`src/rtl/tt_sweep_pkg.sv`:
```
// Shared types and constants for the truth-table sweep checker.
package tt_sweep_pkg;

  typedef enum logic [1:0] {
    ST_IDLE   = 2'd0,
    ST_HOLD   = 2'd1,
    ST_SAMPLE = 2'd2,
    ST_FINISH = 2'd3
  } sweep_state_t;

  localparam int DEFAULT_SETTLE_CYCLES = 1;

  // Truth-table width for an n-input gate.
  function automatic int tt_width(input int n);
    return 1 << n;
  endfunction

endpackage

```
`src/rtl/tt_vector_counter.sv`:
```
// Vector index and settle counter for the sweep. The index walks 0..2**N_IN-1
// without wrapping; the settle counter measures how long a vector has been held.
module tt_vector_counter
  import tt_sweep_pkg::*;
#(
  parameter int N_IN          = 4,
  parameter int SETTLE_CYCLES = DEFAULT_SETTLE_CYCLES
) (
  input  logic            clk,
  input  logic            rst_n,
  input  logic            clear,
  input  logic            hold,
  input  logic            advance,
  output logic [N_IN-1:0] vec,
  output logic            settle_done,
  output logic            last_vec
);

  localparam int CW = (SETTLE_CYCLES < 1) ? 1 : $clog2(SETTLE_CYCLES + 1);

  logic [CW-1:0] settle_cnt;

  // Index and settle counters; clear restarts at vector 0, advance moves to the next vector.
  always_ff @(posedge clk) begin
    // NOTE: state registers use non-blocking assignments so every flop samples
    // pre-edge values; reset is synchronous, so it is only tested inside the clocked block.
    if (!rst_n) begin
      vec        <= '0;
      settle_cnt <= '0;
    end else if (clear) begin
      vec        <= '0;
      settle_cnt <= '0;
    end else if (advance) begin
      vec        <= vec + N_IN'(1);
      settle_cnt <= '0;
    end else if (hold && !settle_done) begin
      settle_cnt <= settle_cnt + CW'(1);
    end
  end

  assign settle_done = (settle_cnt == CW'(SETTLE_CYCLES));
  assign last_vec    = (vec == {N_IN{1'b1}});

endmodule

```
`config.mk`:
```
export PLATFORM = sky130hd
export DESIGN_NAME = tt_vector_counter
export DESIGN_NICKNAME = d
export VERILOG_FILES = /design/src/rtl/tt_sweep_pkg.sv /design/src/rtl/tt_vector_counter.sv
export SDC_FILE = /design/constraint.sdc
export NUM_CORES = 1
export LEC_CHECK = 0
export CAP_MARGIN = 20
export CORE_AREA = 2 2 39 41
export CTS_BUF_LIST = sky130_fd_sc_hd__clkbuf_4
export CTS_CLUSTER_DIAMETER = 80
export DETAILED_ROUTE_END_ITERATION = 7
export DIE_AREA = 0 0 41 43
export GPL_TIMING_DRIVEN = 0
export PLACE_DENSITY = 0.48
export SKIP_LAST_GASP = 1
export SYNTH_ARGS = -nofsm -noshare
export SYNTH_HDL_FRONTEND = slang
export SYNTH_SLANG_ARGS = --single-unit
```
`constraint.sdc`:
```
create_clock -name clk -period 2 [get_ports clk]
set_input_delay 0.2 -clock clk [delete_from_list [all_inputs] [get_ports clk]]
set_output_delay 0.2 -clock clk [all_outputs]
set_load 0.01 [all_outputs]
```
==> results of run 1 <==
==> layout make-up <==
class                           instances  area share (%)
Tap cell                               16            5.56
Buffer                                  1            1.39
Multi-Input combinational cell         16            31.9
Timing Repair Buffer                    9            25.0
Clock buffer                            4            8.33
Sequential cell                         5            27.8
==> cells by family after synthesis <==
family | Yosys count | share of synthesized area, %
adder cells (fa/ha/maj) | 1 | 5.68
XOR/XNOR | 1 | 3.98
buffers and inverters | 1 | 2.27
AO/OA/AOI/OAI | 2 | 6.82
multiplexers | 2 | 9.09
AND/OR/NAND/NOR | 10 | 26.7
flip-flops | 5 | 45.5
==> routing by layer <==
layer	up-vias	routed length [microns]	track usage [%]
met1	103	183	6.80
met5	-	0	0
met2	2	295	11.3
li1	105	-	-
met4	0	0	12.0
met3	0	8	3.14
==> synthesized netlist by cell type (all sizes together) <==
library cell  count  area, sq um
xnor2             1         8.76
or3b              1         8.76
a21oi             1         5.00
nand3b            2         15.0
nor3              1         5.00
a21bo             1         10.0
buf               1         5.00
nor2              3         11.3
ha                1         12.5
mux2i             2         20.0
nand4             1         6.26
dfxtp             5          100
and3              1         6.26
nand2b            1         6.26
==> power breakdown <==
group	internal, uW	switching (uW)
Sequential	102	1.91
Combinational	13.7	8.47
Clock	88.7	37.2
Total	205	47.6
==> path summary, 6_finish.rpt <==
kind | start | end | slack, ns
hold / removal | advance | settle_done | 0.23
setup reg to reg | vec[0] | vec[2] | 1.05
hold reg to reg | settle_done | settle_done | 0.50
setup / recovery | vec[0] | last_vec | 0.29
==> cells in the final DEF, fill, tap and decap left out <==
master	synthesis	layout
a21oi_1	1	1
nand2b_1	1	1
buf_2	1	1
xnor2_1	1	1
a21bo_2	1	1
and3_1	1	1
nand4_1	1	1
clkbuf_4	0	4
or3b_1	1	1
nor3_1	1	1
nand3b_1	2	2
clkdlybuf4s50_1	0	9
mux2i_1	2	2
dfxtp_1	5	5
nor2_1	3	3
ha_1	1	1
==> metrics by stage <==
step           power, uW  instances  utilization [%]
6_report             252         51             26.0
5_1_grt              267         51             26.0
4_1_cts              260         51             26.0
3_5_place_dp         128         47             23.9
3_3_place_gp         128         47             23.9
2_1_floorplan        116         22                -
==> sequential cells by signal, summed over array words and instances, names as in the netlist <==
register / count
settle_done: 1
vec: 4
==> worst reg2reg max path, delay by kind of cell, from the launching register on <==
family,cells,cell delay [ns]
flip-flops,1,0.34
AO/OA/AOI/OAI,2,0.31
adder cells (fa/ha/maj),1,0.23
==> flow_summary.ini, run 1 <==
[timing]
relSlewSlack_pct = 91.5
finalHoldViolCount = 0
final_max_slew_viol_count = 0
final.min_clock_period_ns = 1.71
worst_slew_pin_slew_ns = 0.124
hold-worst-slack_ns = 0.231
worst_slack_ns = 0.288
setup_viol = 0
finClkSkew_ns = 0.000248
max_freq_mhz = 584
fin_crit_sh_pct = 85.6
rsz0062_at_grt = no
setup_tns_ns = 0

[die]
boundaryPins = 11
start_util_pct = 15.9
rows = 14
fp.dieW_microns = 41
core-area_sq_um = 1380
dieHeight_microns = 43
dieArea_sq_um = 1760

[routing]
vias = 210
wl_microns = 486
viasPerCell = 4.12
ant_nets = 0
firstDrtPassIters = 1
wl_per_cell_microns = 9.53
drc = 0
drt-initial-drc-count = 0

[clocking]
ctsResizeCount = 0
clock-root-buffer = clkbuf_4
clk_pin_slew_ns = 0.04
clock_latency_ns = 0.23
cts_setup_buffers = 0
hold_buffers = 0
cts_tree = done
cts_buffers = 3
clkSinkCount = 5
cts_buffer_depth = 2
cts_htree_levels = 1

[place]
portBuffers = 9
dpl_cell_area_sq_um = 330
pre_cts_slack_ns = 0.518
place_congestion = 0.635

[final_layout]
multi_input_area_sq_um = 115
seqCellArea_sq_um = 100
areaGrowthSynthToFinish_pct = 63.6
nets = 42
drive_gt1_share_pct = 17.1
final.fill_count = 157
final_area_sq_um = 360
n_antenna_cell = 0

[outcome]
status = finished, final reports clean

[logic_synthesis]
syn_nets = 28
syn_inst = 22
ys_seq_elements = 5
ys_types = 14
postSynthAreaPerCell_sq_um = 10.0
post_synth_instance_area_sq_um = 220
yosysSeqAreaShare_pct = 45.5
ys_warn_count = 0

[run]
cap_viol_max_count = 0

[setup_path]
cp-start-kind = flip-flop
critPathTopFamily = buffers and inverters
critical_path_class = reg -> out
crit_path_end_kind = output port
crit_buf_inv = 1
rr_worst_depth = 3
path_max_fanout = 4
cp.required_ns = 1.80
max_stage_delay_ns = 0.53
path_cells = ha_1 -> and3_1 -> clkdlybuf4s50_1
cp.depth = 3
arrival_ns = 1.51
cp_slowest_cell = clkdlybuf4s50_1

[power]
ir_drop_mv = 0.155
power.density_nw_per_um2 = 700
cellLeakagePower_uw = 0.000147

[global_routing]
antenna_found_initial = 0
grt_pass1_vias = 203
grtUsageTotal_pct = 8.15
grt_max_degree = 7
grt_overflow_total = 0
grt_pass1_wl_microns = 855

[min_path]
hold_class = in -> reg
min_path_cells = 2
No activity file was read; power rests on OpenSTA's default activity.
==> run 2: changes to the inputs <==
--- a/config.mk
+++ b/config.mk
@@ -5,6 +5,7 @@
 export SDC_FILE = /design/constraint.sdc
 export NUM_CORES = 1
 export LEC_CHECK = 0
+export ABC_AREA = 0
 export CAP_MARGIN = 20
 export CORE_AREA = 2 2 39 41
 export CTS_BUF_LIST = sky130_fd_sc_hd__clkbuf_4
@@ -12,7 +13,6 @@
 export DETAILED_ROUTE_END_ITERATION = 7
 export DIE_AREA = 0 0 41 43
 export GPL_TIMING_DRIVEN = 0
-export PLACE_DENSITY = 0.48
 export SKIP_LAST_GASP = 1
 export SYNTH_ARGS = -nofsm -noshare
 export SYNTH_HDL_FRONTEND = slang
==> flow_summary.ini, run 2 (synthesized netlist as in run 1, its figures left out) <==
[outcome]
status = finished, final reports clean

[run]
cap_viol_max_count = 0

[power]
p_int_uw = 205
p_sw_share_pct = 20.7
p_clk_share_pct = 51.3
pwr-share-seq_pct = 40.2
ir_drop_mv = 0.240
power.switching_uw = 53.5
power.density_nw_per_um2 = 717
comb_power_share_pct = 8.5
cellLeakagePower_uw = 0.000147

[timing]
final_max_slew_viol_count = 0
finalHoldViolCount = 0
rsz0062_at_grt = no
relSlewSlack_pct = 88.7
setup_viol = 0
final.min_clock_period_ns = 1.72
finClkSkew_ns = 0.000638
hold-worst-slack_ns = 0.226
fin_crit_sh_pct = 86.1
max_freq_mhz = 580
setup_tns_ns = 0
worst_slew_pin_slew_ns = 0.170

[place]
portBuffers = 9
place_congestion = 0.720

[global_routing]
grt_pass1_wl_microns = 627
grt_max_degree = 7
antenna_found_initial = 0
grt_overflow_total = 0
grtUsageTotal_pct = 6.04
grt_pass1_vias = 161

[clocking]
clk_pin_slew_ns = 0.04
ctsResizeCount = 0
cts_htree_levels = 1
clkSinkCount = 5
cts_buffers = 3
clock_latency_ns = 0.24
hold_buffers = 0
clock-root-buffer = clkbuf_4
cts_buffer_depth = 2
cts_tree = done
cts_setup_buffers = 0

[die]
dieArea_sq_um = 1760
rows = 14
boundaryPins = 11
start_util_pct = 15.9
dieHeight_microns = 43
fp.dieW_microns = 41
core-area_sq_um = 1380

[routing]
drc = 0
wl_microns = 451
firstDrtPassIters = 2
viasPerCell = 3.90
vias = 199
wl_per_cell_microns = 8.84
ant_nets = 0
drt-initial-drc-count = 1

[setup_path]
critical_path_class = reg -> out
reg2reg_from = vec[0]
path_max_fanout = 4
arrival_ns = 1.52
crit_start = vec[0]
rr_worst_depth = 3
cp.required_ns = 1.80
cp-start-kind = flip-flop
crit_path_end_kind = output port

[final_layout]
final_cell_mix = clkdlybuf4s50_1, dfxtp_1, clkbuf_4, nor2_1
top_register = vec
areaGrowthSynthToFinish_pct = 63.6
drive_gt1_share_pct = 17.1
n_antenna_cell = 0
nets = 42
largest_register_ffs = 4
final_common_cell = clkdlybuf4s50_1

[min_path]
min_path_cells = 2
hp-start = advance
hold_class = in -> reg
run 2: cell counts in the layout (fill, tap and decap cells not counted):
Identical to the previous run, type by type.
run 2: cell type report:
| class | instances | area [sq um] |
|---|---|---|
| flip-flops and latches | 5 | 100 |
| clock buffers | 4 | 30.0 |
| fillers | 157 | 1020 |
| multi-input cells | 16 | 115 |
| well taps | 16 | 20.0 |
| repair buffers | 9 | 90.1 |
| plain buffers | 1 | 5.00 |
run 2: path summary, 6_finish.rpt:
path                  to  slack, ns
max             last_vec       0.28
min          settle_done       0.23
max reg2reg       vec[2]       1.03
min reg2reg  settle_done       0.50
run 2: worst max-delay path: stages, from the launching register on:
cell and delay [ns]:
dfxtp_1 0.38, ha_1 0.21, and3_1 0.16, clkdlybuf4s50_1 0.52
run 2: metrics by stage:
| stage | total power (uW) | worst slack (ns) | utilization (%) | cell area, sq um | cells |
|---|---|---|---|---|---|
| floorplan | 116 | 0.993 | - | 220 | 22 |
| global placement | 128 | 0.525 | 23.9 | 330 | 47 |
| detailed placement | 128 | 0.529 | 23.9 | 330 | 47 |
| CTS | 267 | 0.254 | 26.0 | 360 | 51 |
| global route | 274 | 0.213 | 26.0 | 360 | 51 |
| finish | 258 | 0.277 | 26.0 | 360 | 51 |
run 2: per-layer routing:
metal / vias up / global-route usage (%) / wire, microns
li1: 105 / - / -
met1: 84 / 7.12 / 220
met2: 10 / 6.25 / 178
met3: 0 / 4.71 / 52
met4: 0 / 6.00 / 0
met5: - / 0 / 0
run 2: power groups by stage:
stage	sequential, uW	combinational [uW]	clock [uW]
6_report	104	21.9	132
2_1_floorplan	107	9.34	0
3_5_place_dp	106	22.1	0
5_1_grt	104	24.2	146
4_1_cts	104	22.2	141
3_3_place_gp	106	21.9	0
==> run 3: changes to the inputs <==
==> constraint.sdc (replaced) <==
create_clock -name clk -period 1.6 [get_ports clk]
set_input_delay 0.16 -clock clk [delete_from_list [all_inputs] [get_ports clk]]
set_output_delay 0.16 -clock clk [all_outputs]
set_load 0.01 [all_outputs]
==> flow_summary.ini, run 3 (synthesized netlist as in run 1, its figures left out) <==
[outcome]
status = finished, final reports clean

[clocking]
cts_tree = done
cts_htree_levels = 1
clkSinkCount = 5
clock_latency_ns = 0.24
cts_setup_buffers = 0
clk_pin_slew_ns = 0.04
cts_buffers = 3
clock-root-buffer = clkbuf_4
cts_buffer_depth = 2

[setup_path]
arrival_ns = 1.21
critical_path_class = reg -> out
crit_path_end_kind = output port
cp.required_ns = 1.44
path_max_fanout = 4
cp-start-kind = flip-flop

[final_layout]
multi_input_area_sq_um = 118
final_cell_mix = clkdlybuf4s50_1, clkbuf_4, nor2_1, dfxtp_1
final_common_cell = clkdlybuf4s50_1
final_cells = 51
n_antenna_cell = 0
largest_register_ffs = 4
nets = 42
seqCellArea_sq_um = 103
drive_gt1_share_pct = 25.7
areaGrowthSynthToFinish_pct = 65.3
top_register = vec
final.fill_count = 154

[die]
rows = 14
start_util_pct = 15.9
fp.dieW_microns = 41
dieArea_sq_um = 1760
dieHeight_microns = 43
core-area_sq_um = 1380
boundaryPins = 11

[power]
p_int_uw = 256
cellLeakagePower_uw = 0.000150
ir_drop_mv = 0.306
p_sw_share_pct = 20.7
pwr-share-seq_pct = 40.3
power.switching_uw = 67.1
power.density_nw_per_um2 = 889
p_clk_share_pct = 51.2
comb_power_share_pct = 8.5

[global_routing]
grt_overflow_total = 0
grtUsageTotal_pct = 6.04
grt_pass1_wl_microns = 627
antenna_found_initial = 0
grt_max_degree = 7
grt_pass1_vias = 161

[routing]
vias = 199
firstDrtPassIters = 2
ant_nets = 0
viasPerCell = 3.90
drt-initial-drc-count = 1
drc = 0
wl_microns = 454
wl_per_cell_microns = 8.90

[place]
place_congestion = 0.720
dpl.cell_count = 47
portBuffers = 9

[timing]
fin_crit_sh_pct = 85.9
rsz0062_at_grt = no
final.min_clock_period_ns = 1.37
setup_viol = 0
max_freq_mhz = 728
setup_tns_ns = 0
worst_slew_pin_slew_ns = 0.170
finClkSkew_ns = 0.000405
relSlewSlack_pct = 88.7
final_max_slew_viol_count = 0
finalHoldViolCount = 0

[run]
cap_viol_max_count = 0

[min_path]
hold_class = in -> reg
run 3: worst max-delay path, cell delays in order (launching register included):
cell and delay, ns:
dfxtp_2 0.33, ha_2 0.19, and3_1 0.17, dlygate4sd2_1 0.27
run 3: what timing repair did:
| item | CTS | global route |
|---|---|---|
| endpoints found under the setup margin | 1 | 0 |
| hold buffers | 0 | 0 |
| resized for setup | 4 | 0 |
run 3: power groups by stage:
stage          combinational, uW  sequential [uW]  clock [uW]
2_1_floorplan               11.7              133           0
3_3_place_gp                27.4              132           0
3_5_place_dp                27.7              132           0
4_1_cts                     28.0              130         177
5_1_grt                     30.4              130         182
6_report                    27.5              130         166
run 3: area by class of cell:
cell class | instances | share of cell area (%)
Multi-Input combinational cell | 16 | 32.3
Buffer | 1 | 1.37
Timing Repair Buffer | 9 | 24.4
Tap cell | 16 | 5.50
Sequential cell | 5 | 28.2
Clock buffer | 4 | 8.25
run 3: worst paths after layout:
check / start / endpoint / slack, ns / cells past startpoint
min reg2reg: settle_done / settle_done / 0.50 / 2
min: advance / settle_done / 0.19 / 2
max reg2reg: vec[0] / vec[1] / 0.68 / 3
max: vec[0] / last_vec / 0.23 / 3
run 3: through the flow:
step           setup WS, ns  hold WS, ns  utilization, %  instance area (sq um)  power (uW)
2_1_floorplan         0.633        0.322               -                    220         145
3_3_place_gp          0.165        0.432            23.9                    330         160
3_5_place_dp          0.169        0.434            23.9                    330         160
4_1_cts               0.210        0.174            26.3                    364         335
5_1_grt               0.183        0.184            26.3                    364         343
6_report              0.226        0.185            26.3                    364         324
run 3: per-layer routing:
metal  part of all wire, %  track usage [%]
met1                    49             7.12
met2                    39             6.25
met3                    11             4.71
met4                     0             6.00
met5                     0                0
